$ cat src/rtl/fp_mul_pipe.sv
// rtl/fp_mul_pipe.sv - 3-stage pipelined IEEE-754-style multiplier with RNE rounding and flags
// Operands with a zero exponent are treated as zero; results never go subnormal.
module fp_mul_pipe #(
  parameter int EXP_W  = 8,
  parameter int FRAC_W = 23
) (
  input  logic                  clk,
  input  logic                  rst_n,
  input  logic                  in_valid,
  output logic                  in_ready,
  input  logic [EXP_W+FRAC_W:0] a,
  input  logic [EXP_W+FRAC_W:0] b,
  output logic                  out_valid,
  input  logic                  out_ready,
  output logic [EXP_W+FRAC_W:0] o,
  output logic                  of,
  output logic                  uf,
  output logic                  nv,
  output logic                  nx
);
  localparam int W  = 1 + EXP_W + FRAC_W;
  localparam int M  = FRAC_W + 1;
  localparam int P  = 2 * M;
  localparam int XW = EXP_W + 2;
  localparam logic [XW-1:0] BIAS = {3'b000, {(EXP_W-1){1'b1}}};

  typedef enum logic [1:0] {CLS_NUM, CLS_ZERO, CLS_INF, CLS_NAN} cls_e;

  logic adv;

  logic          s1_valid_q, s1_valid_d;
  logic          s1_sign_q, s1_sign_d;
  cls_e          s1_cls_q, s1_cls_d;
  logic [XW-1:0] s1_exp_q, s1_exp_d;
  logic [P-1:0]  s1_prod_q, s1_prod_d;

  logic          s2_valid_q, s2_valid_d;
  logic          s2_sign_q, s2_sign_d;
  cls_e          s2_cls_q, s2_cls_d;
  logic [XW-1:0] s2_exp_q, s2_exp_d;
  logic [M:0]    s2_mant_q, s2_mant_d;
  logic          s2_inexact_q, s2_inexact_d;

  logic          out_valid_q, out_valid_d;
  logic [W-1:0]  o_q, o_d;
  logic          of_q, of_d;
  logic          uf_q, uf_d;
  logic          nv_q, nv_d;
  logic          nx_q, nx_d;

  // Global stall: every stage moves together whenever the output slot can drain.
  assign adv      = ~out_valid_q | out_ready;
  assign in_ready = adv;

  logic              sa, sb;
  logic [EXP_W-1:0]  ea, eb;
  logic [FRAC_W-1:0] fa, fb;
  logic [M-1:0]      ma, mb;
  logic              a_zero, a_inf, a_nan, b_zero, b_inf, b_nan;

  assign {sa, ea, fa} = a;
  assign {sb, eb, fb} = b;
  assign ma     = {1'b1, fa};
  assign mb     = {1'b1, fb};
  assign a_zero = (ea == '0);
  assign b_zero = (eb == '0);
  assign a_inf  = (&ea) & ~(|fa);
  assign b_inf  = (&eb) & ~(|fb);
  assign a_nan  = (&ea) & (|fa);
  assign b_nan  = (&eb) & (|fb);

  always_comb begin
    s1_valid_d = s1_valid_q;
    s1_sign_d  = s1_sign_q;
    s1_cls_d   = s1_cls_q;
    s1_exp_d   = s1_exp_q;
    s1_prod_d  = s1_prod_q;
    if (adv) begin
      s1_valid_d = in_valid;
      if (in_valid) begin
        s1_sign_d = sa ^ sb;
        if (a_nan | b_nan | (a_zero & b_inf) | (a_inf & b_zero)) begin
          s1_cls_d = CLS_NAN;
        end else if (a_inf | b_inf) begin
          s1_cls_d = CLS_INF;
        end else if (a_zero | b_zero) begin
          s1_cls_d = CLS_ZERO;
        end else begin
          s1_cls_d = CLS_NUM;
        end
        s1_exp_d  = {2'b00, ea} + {2'b00, eb} - BIAS;
        s1_prod_d = {{M{1'b0}}, ma} * {{M{1'b0}}, mb};
      end
    end
  end

  logic [P-1:0]  norm;
  logic [XW-1:0] exp_n;
  logic [M-1:0]  mant;
  logic          guard, sticky, rnd;

  always_comb begin
    // Product of two [1,2) mantissas lies in [1,4): at most one position to normalise.
    norm   = s1_prod_q[P-1] ? s1_prod_q : {s1_prod_q[P-2:0], 1'b0};
    exp_n  = s1_exp_q + {{(XW-1){1'b0}}, s1_prod_q[P-1]};
    mant   = norm[P-1:M];
    guard  = norm[M-1];
    sticky = |norm[M-2:0];
    rnd    = guard & (sticky | mant[0]);

    s2_valid_d   = s2_valid_q;
    s2_sign_d    = s2_sign_q;
    s2_cls_d     = s2_cls_q;
    s2_exp_d     = s2_exp_q;
    s2_mant_d    = s2_mant_q;
    s2_inexact_d = s2_inexact_q;
    if (adv) begin
      s2_valid_d = s1_valid_q;
      if (s1_valid_q) begin
        s2_sign_d    = s1_sign_q;
        s2_cls_d     = s1_cls_q;
        s2_exp_d     = exp_n;
        s2_mant_d    = {1'b0, mant} + {{M{1'b0}}, rnd};
        s2_inexact_d = guard | sticky;
      end
    end
  end

  logic [XW-1:0]     exp_f;
  logic [FRAC_W-1:0] frac_f;
  logic              ovf, unf;

  always_comb begin
    // A rounding carry leaves 10..0 above the point; shift it back down one place.
    exp_f  = s2_exp_q + {{(XW-1){1'b0}}, s2_mant_q[M]};
    frac_f = s2_mant_q[M] ? s2_mant_q[FRAC_W:1] : s2_mant_q[FRAC_W-1:0];
    ovf    = ~exp_f[XW-1] & (exp_f[EXP_W] | (&exp_f[EXP_W-1:0]));
    unf    = exp_f[XW-1] | (exp_f == '0);

    out_valid_d = out_valid_q;
    o_d         = o_q;
    of_d        = of_q;
    uf_d        = uf_q;
    nv_d        = nv_q;
    nx_d        = nx_q;
    if (adv) begin
      out_valid_d = s2_valid_q;
      if (s2_valid_q) begin
        of_d = 1'b0;
        uf_d = 1'b0;
        nv_d = 1'b0;
        nx_d = 1'b0;
        case (s2_cls_q)
          CLS_NAN: begin
            o_d  = {s2_sign_q, {EXP_W{1'b1}}, {FRAC_W{1'b1}}};
            nv_d = 1'b1;
          end
          CLS_INF:  o_d = {s2_sign_q, {EXP_W{1'b1}}, {FRAC_W{1'b0}}};
          CLS_ZERO: o_d = {s2_sign_q, {EXP_W{1'b0}}, {FRAC_W{1'b0}}};
          default: begin
            if (ovf) begin
              o_d  = {s2_sign_q, {EXP_W{1'b1}}, {FRAC_W{1'b0}}};
              of_d = 1'b1;
              nx_d = 1'b1;
            end else if (unf) begin
              o_d  = {s2_sign_q, {EXP_W{1'b0}}, {FRAC_W{1'b0}}};
              uf_d = 1'b1;
              nx_d = 1'b1;
            end else begin
              o_d  = {s2_sign_q, exp_f[EXP_W-1:0], frac_f};
              nx_d = s2_inexact_q;
            end
          end
        endcase
      end
    end
  end

  always_ff @(posedge clk or negedge rst_n) begin
    if (!rst_n) begin
      s1_valid_q   <= 1'b0;
      s1_sign_q    <= 1'b0;
      s1_cls_q     <= CLS_NUM;
      s1_exp_q     <= '0;
      s1_prod_q    <= '0;
      s2_valid_q   <= 1'b0;
      s2_sign_q    <= 1'b0;
      s2_cls_q     <= CLS_NUM;
      s2_exp_q     <= '0;
      s2_mant_q    <= '0;
      s2_inexact_q <= 1'b0;
      out_valid_q  <= 1'b0;
      o_q          <= '0;
      of_q         <= 1'b0;
      uf_q         <= 1'b0;
      nv_q         <= 1'b0;
      nx_q         <= 1'b0;
    end else begin
      s1_valid_q   <= s1_valid_d;
      s1_sign_q    <= s1_sign_d;
      s1_cls_q     <= s1_cls_d;
      s1_exp_q     <= s1_exp_d;
      s1_prod_q    <= s1_prod_d;
      s2_valid_q   <= s2_valid_d;
      s2_sign_q    <= s2_sign_d;
      s2_cls_q     <= s2_cls_d;
      s2_exp_q     <= s2_exp_d;
      s2_mant_q    <= s2_mant_d;
      s2_inexact_q <= s2_inexact_d;
      out_valid_q  <= out_valid_d;
      o_q          <= o_d;
      of_q         <= of_d;
      uf_q         <= uf_d;
      nv_q         <= nv_d;
      nx_q         <= nx_d;
    end
  end

  assign out_valid = out_valid_q;
  assign o         = o_q;
  assign of        = of_q;
  assign uf        = uf_q;
  assign nv        = nv_q;
  assign nx        = nx_q;

endmodule
$ cat config.mk
export PLATFORM = sky130hd
export DESIGN_NAME = fp_mul_pipe
export DESIGN_NICKNAME = d
export VERILOG_FILES = /design/src/rtl/fp_mul_pipe.sv
export SDC_FILE = /design/constraint.sdc
export NUM_CORES = 2
export LEC_CHECK = 0
export CAP_MARGIN = 40
export CORE_UTILIZATION = 45
export DETAILED_ROUTE_END_ITERATION = 8
export PLACE_DENSITY_LB_ADDON = 0.15
export SYNTH_ARGS = -nofsm -noshare
export SYNTH_HDL_FRONTEND = slang
export SYNTH_SLANG_ARGS = --single-unit
$ cat constraint.sdc
create_clock -name clk -period 10.2 [get_ports clk]
set_input_delay 2.04 -clock clk [delete_from_list [all_inputs] [get_ports clk]]
set_output_delay 2.04 -clock clk [all_outputs]
set_load 0.005 [all_outputs]
==> flow_summary.html <==
<table>
<tr><th>Metric</th><th>Value</th></tr>
<tr><th colspan="2">Clocking</th></tr>
<tr><td>Clk_lat worst skew</td><td>0.43 ns</td></tr>
<tr><td>H-tree depth</td><td>4</td></tr>
<tr><td>TritonCTS Sinks</td><td>139</td></tr>
<tr><td>Buffer depth of the longest clock path</td><td>2</td></tr>
<tr><td>Clock input transition at the sequential cells of the worst setup and hold paths</td><td>0.05 ns</td></tr>
<tr><td>Post-CTS Resized</td><td>0</td></tr>
<tr><td>Post CTS Setup Buffer Count</td><td>0</td></tr>
<tr><td>Number of buffers created by CTS</td><td>17</td></tr>
<tr><td>Hold-fix buffers, CTS</td><td>0</td></tr>
<tr><td>CTS Root Cell</td><td>sky130_fd_sc_hd__clkbuf_16</td></tr>
<tr><td>Clock tree from TritonCTS</td><td>done</td></tr>
<tr><th colspan="2">Logic synthesis</th></tr>
<tr><td>Number of cells produced by synthesis</td><td>2,974</td></tr>
<tr><td>Post-synthesis compound-gate area fraction</td><td>7.92%</td></tr>
<tr><td>Main combinational cell family by area after synthesis</td><td>adder cells</td></tr>
<tr><td>Post-synthesis cell type with the largest combined area</td><td>sky130_fd_sc_hd__fa_1</td></tr>
<tr><td>Syn avg cell area</td><td>8.87 µm²</td></tr>
<tr><td>Number of nets produced by synthesis</td><td>3,718</td></tr>
<tr><td>Most used DFF post-synth</td><td>sky130_fd_sc_hd__dfrtp_1</td></tr>
<tr><td>Warnings from Yosys</td><td>0</td></tr>
<tr><td>Flops &amp; latches, synth</td><td>139</td></tr>
<tr><td>Leading cell types by total area after synthesis</td><td>sky130_fd_sc_hd__fa_1 (37%), sky130_fd_sc_hd__dfrtp_1 (13%), sky130_fd_sc_hd__ha_1 (9.2%), sky130_fd_sc_hd__inv_1 (8.6%), sky130_fd_sc_hd__nand2_1 (6.3%)</td></tr>
<tr><td>Post-synthesis simple-gate area fraction</td><td>16.9%</td></tr>
<tr><td>Arithmetic-cell share of the synthesized area counting full adders, half adders and majority gates</td><td>45.8%</td></tr>
<tr><td>Post-synthesis sequential area ratio</td><td>13.2%</td></tr>
<tr><td>Number of enable-type register cells in the synthesized netlist</td><td>0</td></tr>
<tr><td>Xor/xnor share of the synthesized area</td><td>2.95%</td></tr>
<tr><td>Multiplexer share of the synthesized area</td><td>2.17%</td></tr>
<tr><td>Fraction of registers with async set or reset after synthesis</td><td>100%</td></tr>
<tr><td>Cell area after synthesis</td><td>26,400 µm²</td></tr>
<tr><td>Count of unique library cells instantiated by Yosys</td><td>70</td></tr>
<tr><td>Leading cell type by number of instances after synthesis</td><td>sky130_fd_sc_hd__inv_1</td></tr>
<tr><td>Fraction of synthesized cell area taken by the top area cell type</td><td>36.7%</td></tr>
<tr><td>Most frequent cells after synthesis</td><td>sky130_fd_sc_hd__inv_1 (603), sky130_fd_sc_hd__fa_1 (483), sky130_fd_sc_hd__nand2_1 (443)</td></tr>
<tr><th colspan="2">Floorplan</th></tr>
<tr><td>Horizontal die dimension</td><td>244 µm</td></tr>
<tr><td>Initial standard-cell utilization of the core</td><td>45.6%</td></tr>
<tr><td>Die Span Y</td><td>244 µm</td></tr>
<tr><td>Site row count</td><td>88</td></tr>
<tr><td>Die footprint</td><td>59,600 µm²</td></tr>
<tr><td>IO Pins</td><td>106</td></tr>
<tr><td>Total core area</td><td>57,800 µm²</td></tr>
<tr><th colspan="2">STA</th></tr>
<tr><td>Final period demand of the worst path</td><td>9.43 ns</td></tr>
<tr><td>Worst Clk Skew</td><td>0.00746 ns</td></tr>
<tr><td>Top achievable clock speed</td><td>106 MHz</td></tr>
<tr><td>Final-layout setup total negative slack</td><td>0 ns</td></tr>
<tr><td>Max_slew headroom</td><td>36.4%</td></tr>
<tr><td>Number of failing setup endpoints in the final timing report</td><td>0</td></tr>
<tr><td>Final Hold Viols</td><td>0</td></tr>
<tr><td>Worst Max-Slew Pin Slew</td><td>0.951 ns</td></tr>
<tr><td>Post-route fraction of the period consumed by the critical path</td><td>92.4%</td></tr>
<tr><td>Unrepaired setup endpoints after global routing</td><td>no</td></tr>
<tr><td>Final Max Slew Viols</td><td>0</td></tr>
<tr><th colspan="2">Setup path</th></tr>
<tr><td>Crit path cell chain</td><td>clkdlybuf4s50_1 &gt; buf_4 &gt; and2_1 &gt; fa_1 &gt; inv_1 &gt; fa_1 &gt; fa_1 &gt; fa_1 &gt; inv_1 &gt; fa_1 &gt; fa_1 &gt; inv_1 &gt; fa_1 &gt; inv_1 &gt; ha_1 &gt; and2_1 &gt; nand4_1 &gt; or4_1 &gt; a21oi_1 &gt; nor3_1 &gt; o21ai_1 &gt; o211a_1 &gt; o211ai_1</td></tr>
<tr><td>Count of buffer and inverter cells on the critical path</td><td>6</td></tr>
<tr><td>Slowest cell on the critical path</td><td>sky130_fd_sc_hd__clkdlybuf4s50_1</td></tr>
<tr><td>CP Capture Point</td><td>s1_prod_q[45]$_DFFE_PN0P_</td></tr>
<tr><td>Reg-to-Reg Start</td><td>s2_mant_q[24]$_DFFE_PN0P_</td></tr>
<tr><td>Data required time at the worst endpoint</td><td>10.50 ns</td></tr>
<tr><td>CP delay by family, top</td><td>adder cells</td></tr>
<tr><td>Longest individual stage delay on the worst path</td><td>0.84 ns</td></tr>
<tr><td>Number of logic stages on the critical path including buffering</td><td>23</td></tr>
<tr><td>Register-to-Register Setup Slack</td><td>6.92 ns</td></tr>
<tr><td>Crit path launch type</td><td>input port</td></tr>
<tr><td>Worst Setup SP</td><td>a[11]</td></tr>
<tr><td>Path depth of the worst reg2reg path</td><td>11</td></tr>
<tr><td>Top fanout value on the critical path</td><td>15</td></tr>
<tr><td>WP data arrival</td><td>9.72 ns</td></tr>
<tr><td>Reg2reg end</td><td>o[7]$_DFFE_PN0P_</td></tr>
<tr><td>Type of element capturing the critical path</td><td>flop</td></tr>
<tr><td>Worst setup path class</td><td>in2reg</td></tr>
<tr><td>Most repeated library cell on the critical path</td><td>sky130_fd_sc_hd__fa_1</td></tr>
<tr><th colspan="2">Job</th></tr>
<tr><td>Max Cap Viol</td><td>0</td></tr>
<tr><th colspan="2">GRT</th></tr>
<tr><td>Initial antenna violation count</td><td>1</td></tr>
<tr><td>Global-route wire length before repair</td><td>118 mm</td></tr>
<tr><td>Global-route total usage across every layer</td><td>25.3%</td></tr>
<tr><td>Number of global-route vias before repair</td><td>21,500</td></tr>
<tr><td>GRT overflow</td><td>0</td></tr>
<tr><td>Largest net degree at the start of global routing</td><td>88</td></tr>
<tr><th colspan="2">Routing</th></tr>
<tr><td>WL per Instance</td><td>19.1 µm</td></tr>
<tr><td>Wirelength, routed</td><td>72.3 mm</td></tr>
<tr><td>Detail Route Antenna Nets</td><td>0</td></tr>
<tr><td>Via density</td><td>5.22</td></tr>
<tr><td>Via Count</td><td>19,800</td></tr>
<tr><td>Number of DRC violations after detailed routing</td><td>0</td></tr>
<tr><td>Total iterations of the first detailed-routing run</td><td>5</td></tr>
<tr><td>Detailed router's first-iteration violation count</td><td>1,285</td></tr>
<tr><th colspan="2">Hold path</th></tr>
<tr><td>Min-Delay Path Class</td><td>reg2reg</td></tr>
<tr><th colspan="2">Placement</th></tr>
<tr><td>Count of input and output buffers</td><td>105</td></tr>
<tr><td>Final RePlAce weighted congestion</td><td>0.901</td></tr>
<tr><td>DPL Wire Length</td><td>59.4 mm</td></tr>
<tr><th colspan="2">Layout</th></tr>
<tr><td>P&amp;R area growth vs syn</td><td>10.3%</td></tr>
<tr><td>Fraction of final layout cells with drive strength greater than 1</td><td>6.11%</td></tr>
<tr><td>Post-layout net count</td><td>3,759</td></tr>
<tr><th colspan="2">Run status</th></tr>
<tr><td>Outcome</td><td>complete, no violations</td></tr>
</table>
==> logic make-up (layout without fill, tap and decap cells) <==
family	after synthesis	after routing
AOI/OAI and AO/OA	322	322
other	0	2
buffers and inverters	767	820
adders and majority gates	676	676
xor gates and xnor gates	89	89
DFF	139	139
muxes	53	53
and+or+nand+nor	928	928
==> through the flow <==
stage          worst slack (ns)  hold slack [ns]  std cells  utilization [%]  area (µm²)
2_1_floorplan              1.85            0.433       2974                -       26400
3_3_place_gp              0.355            0.456       3753             48.9       28300
3_5_place_dp              0.388            0.465       3760             49.2       28400
4_1_cts                   0.837            0.478       3791             50.3       29100
5_1_grt                   0.454            0.494       3792             50.3       29100
6_report                  0.773            0.476       3794             50.4       29100
==> worst min-delay path by stage <==
stage | start | endpoint | slack (ns) | cells past startpoint
after floorplan | s2_sign_q$_DFFE_PN0P_ | o[31]$_DFFE_PN0P_ | 0.43 | 2
after global placement | s1_prod_q[0]$_DFFE_PN0P_ | s1_prod_q[0]$_DFFE_PN0P_ | 0.46 | 2
after detailed placement | s1_prod_q[0]$_DFFE_PN0P_ | s1_prod_q[0]$_DFFE_PN0P_ | 0.46 | 2
after CTS | s1_prod_q[0]$_DFFE_PN0P_ | s1_prod_q[0]$_DFFE_PN0P_ | 0.48 | 2
after global routing | o[26]$_DFFE_PN0P_ | o[26]$_DFFE_PN0P_ | 0.49 | 2
final | s1_sign_q$_DFFE_PN0P_ | s1_sign_q$_DFFE_PN0P_ | 0.48 | 2
==> tightest hold or removal path: stages (launching register included) <==
cell and delay [ns]:
sky130_fd_sc_hd__dfrtp_1 0.34, sky130_fd_sc_hd__nand2_1 0.04, sky130_fd_sc_hd__o21ai_0 0.06
==> layer usage <==
metal	GRT usage [%]	up-vias	part of all wire [%]	wire length, µm
met5	0	-	0	0
met4	6.69	0	2.3	1650
met3	3.07	98	5.4	3900
met2	41.7	564	47	33800
met1	35.3	9974	46	33000
li1	-	9185	-	-
==> flip-flops by register name, indices dropped and copies added (netlist names), 2 cells and up <==
name       count
s2_cls_q       2
s2_exp_q      10
s1_cls_q       2
o             32
s2_mant_q     25
s1_prod_q     48
s1_exp_q      10
==> cells in the final DEF, fill, tap and decap left out, drive strengths merged, types with 28 or more instances in the layout <==
cell type / Yosys / routed
a21oi: 80 / 80
xnor2: 49 / 49
nand3: 34 / 34
and2: 247 / 247
mux2: 34 / 34
clkdlybuf4s50: 0 / 104
nand2: 445 / 445
buf: 19 / 78
inv: 603 / 603
dfrtp: 139 / 139
xor2: 40 / 40
ha: 193 / 193
nand4: 28 / 28
fa: 483 / 483
o21ai: 113 / 113
nor2: 93 / 93
==> area by class of cell <==
class | count | area [µm²]
fillers | 5549 | 28700
multi-input cells | 2068 | 20000
flip-flops and latches | 139 | 3480
inverters | 607 | 2280
repair buffers | 182 | 1730
well taps | 765 | 957
clock buffers | 20 | 457
clock inverters | 11 | 216
diodes | 2 | 5.00
Power is not shown: default switching activity piles up to over one toggle a cycle in this logic, so the estimate is an artifact.
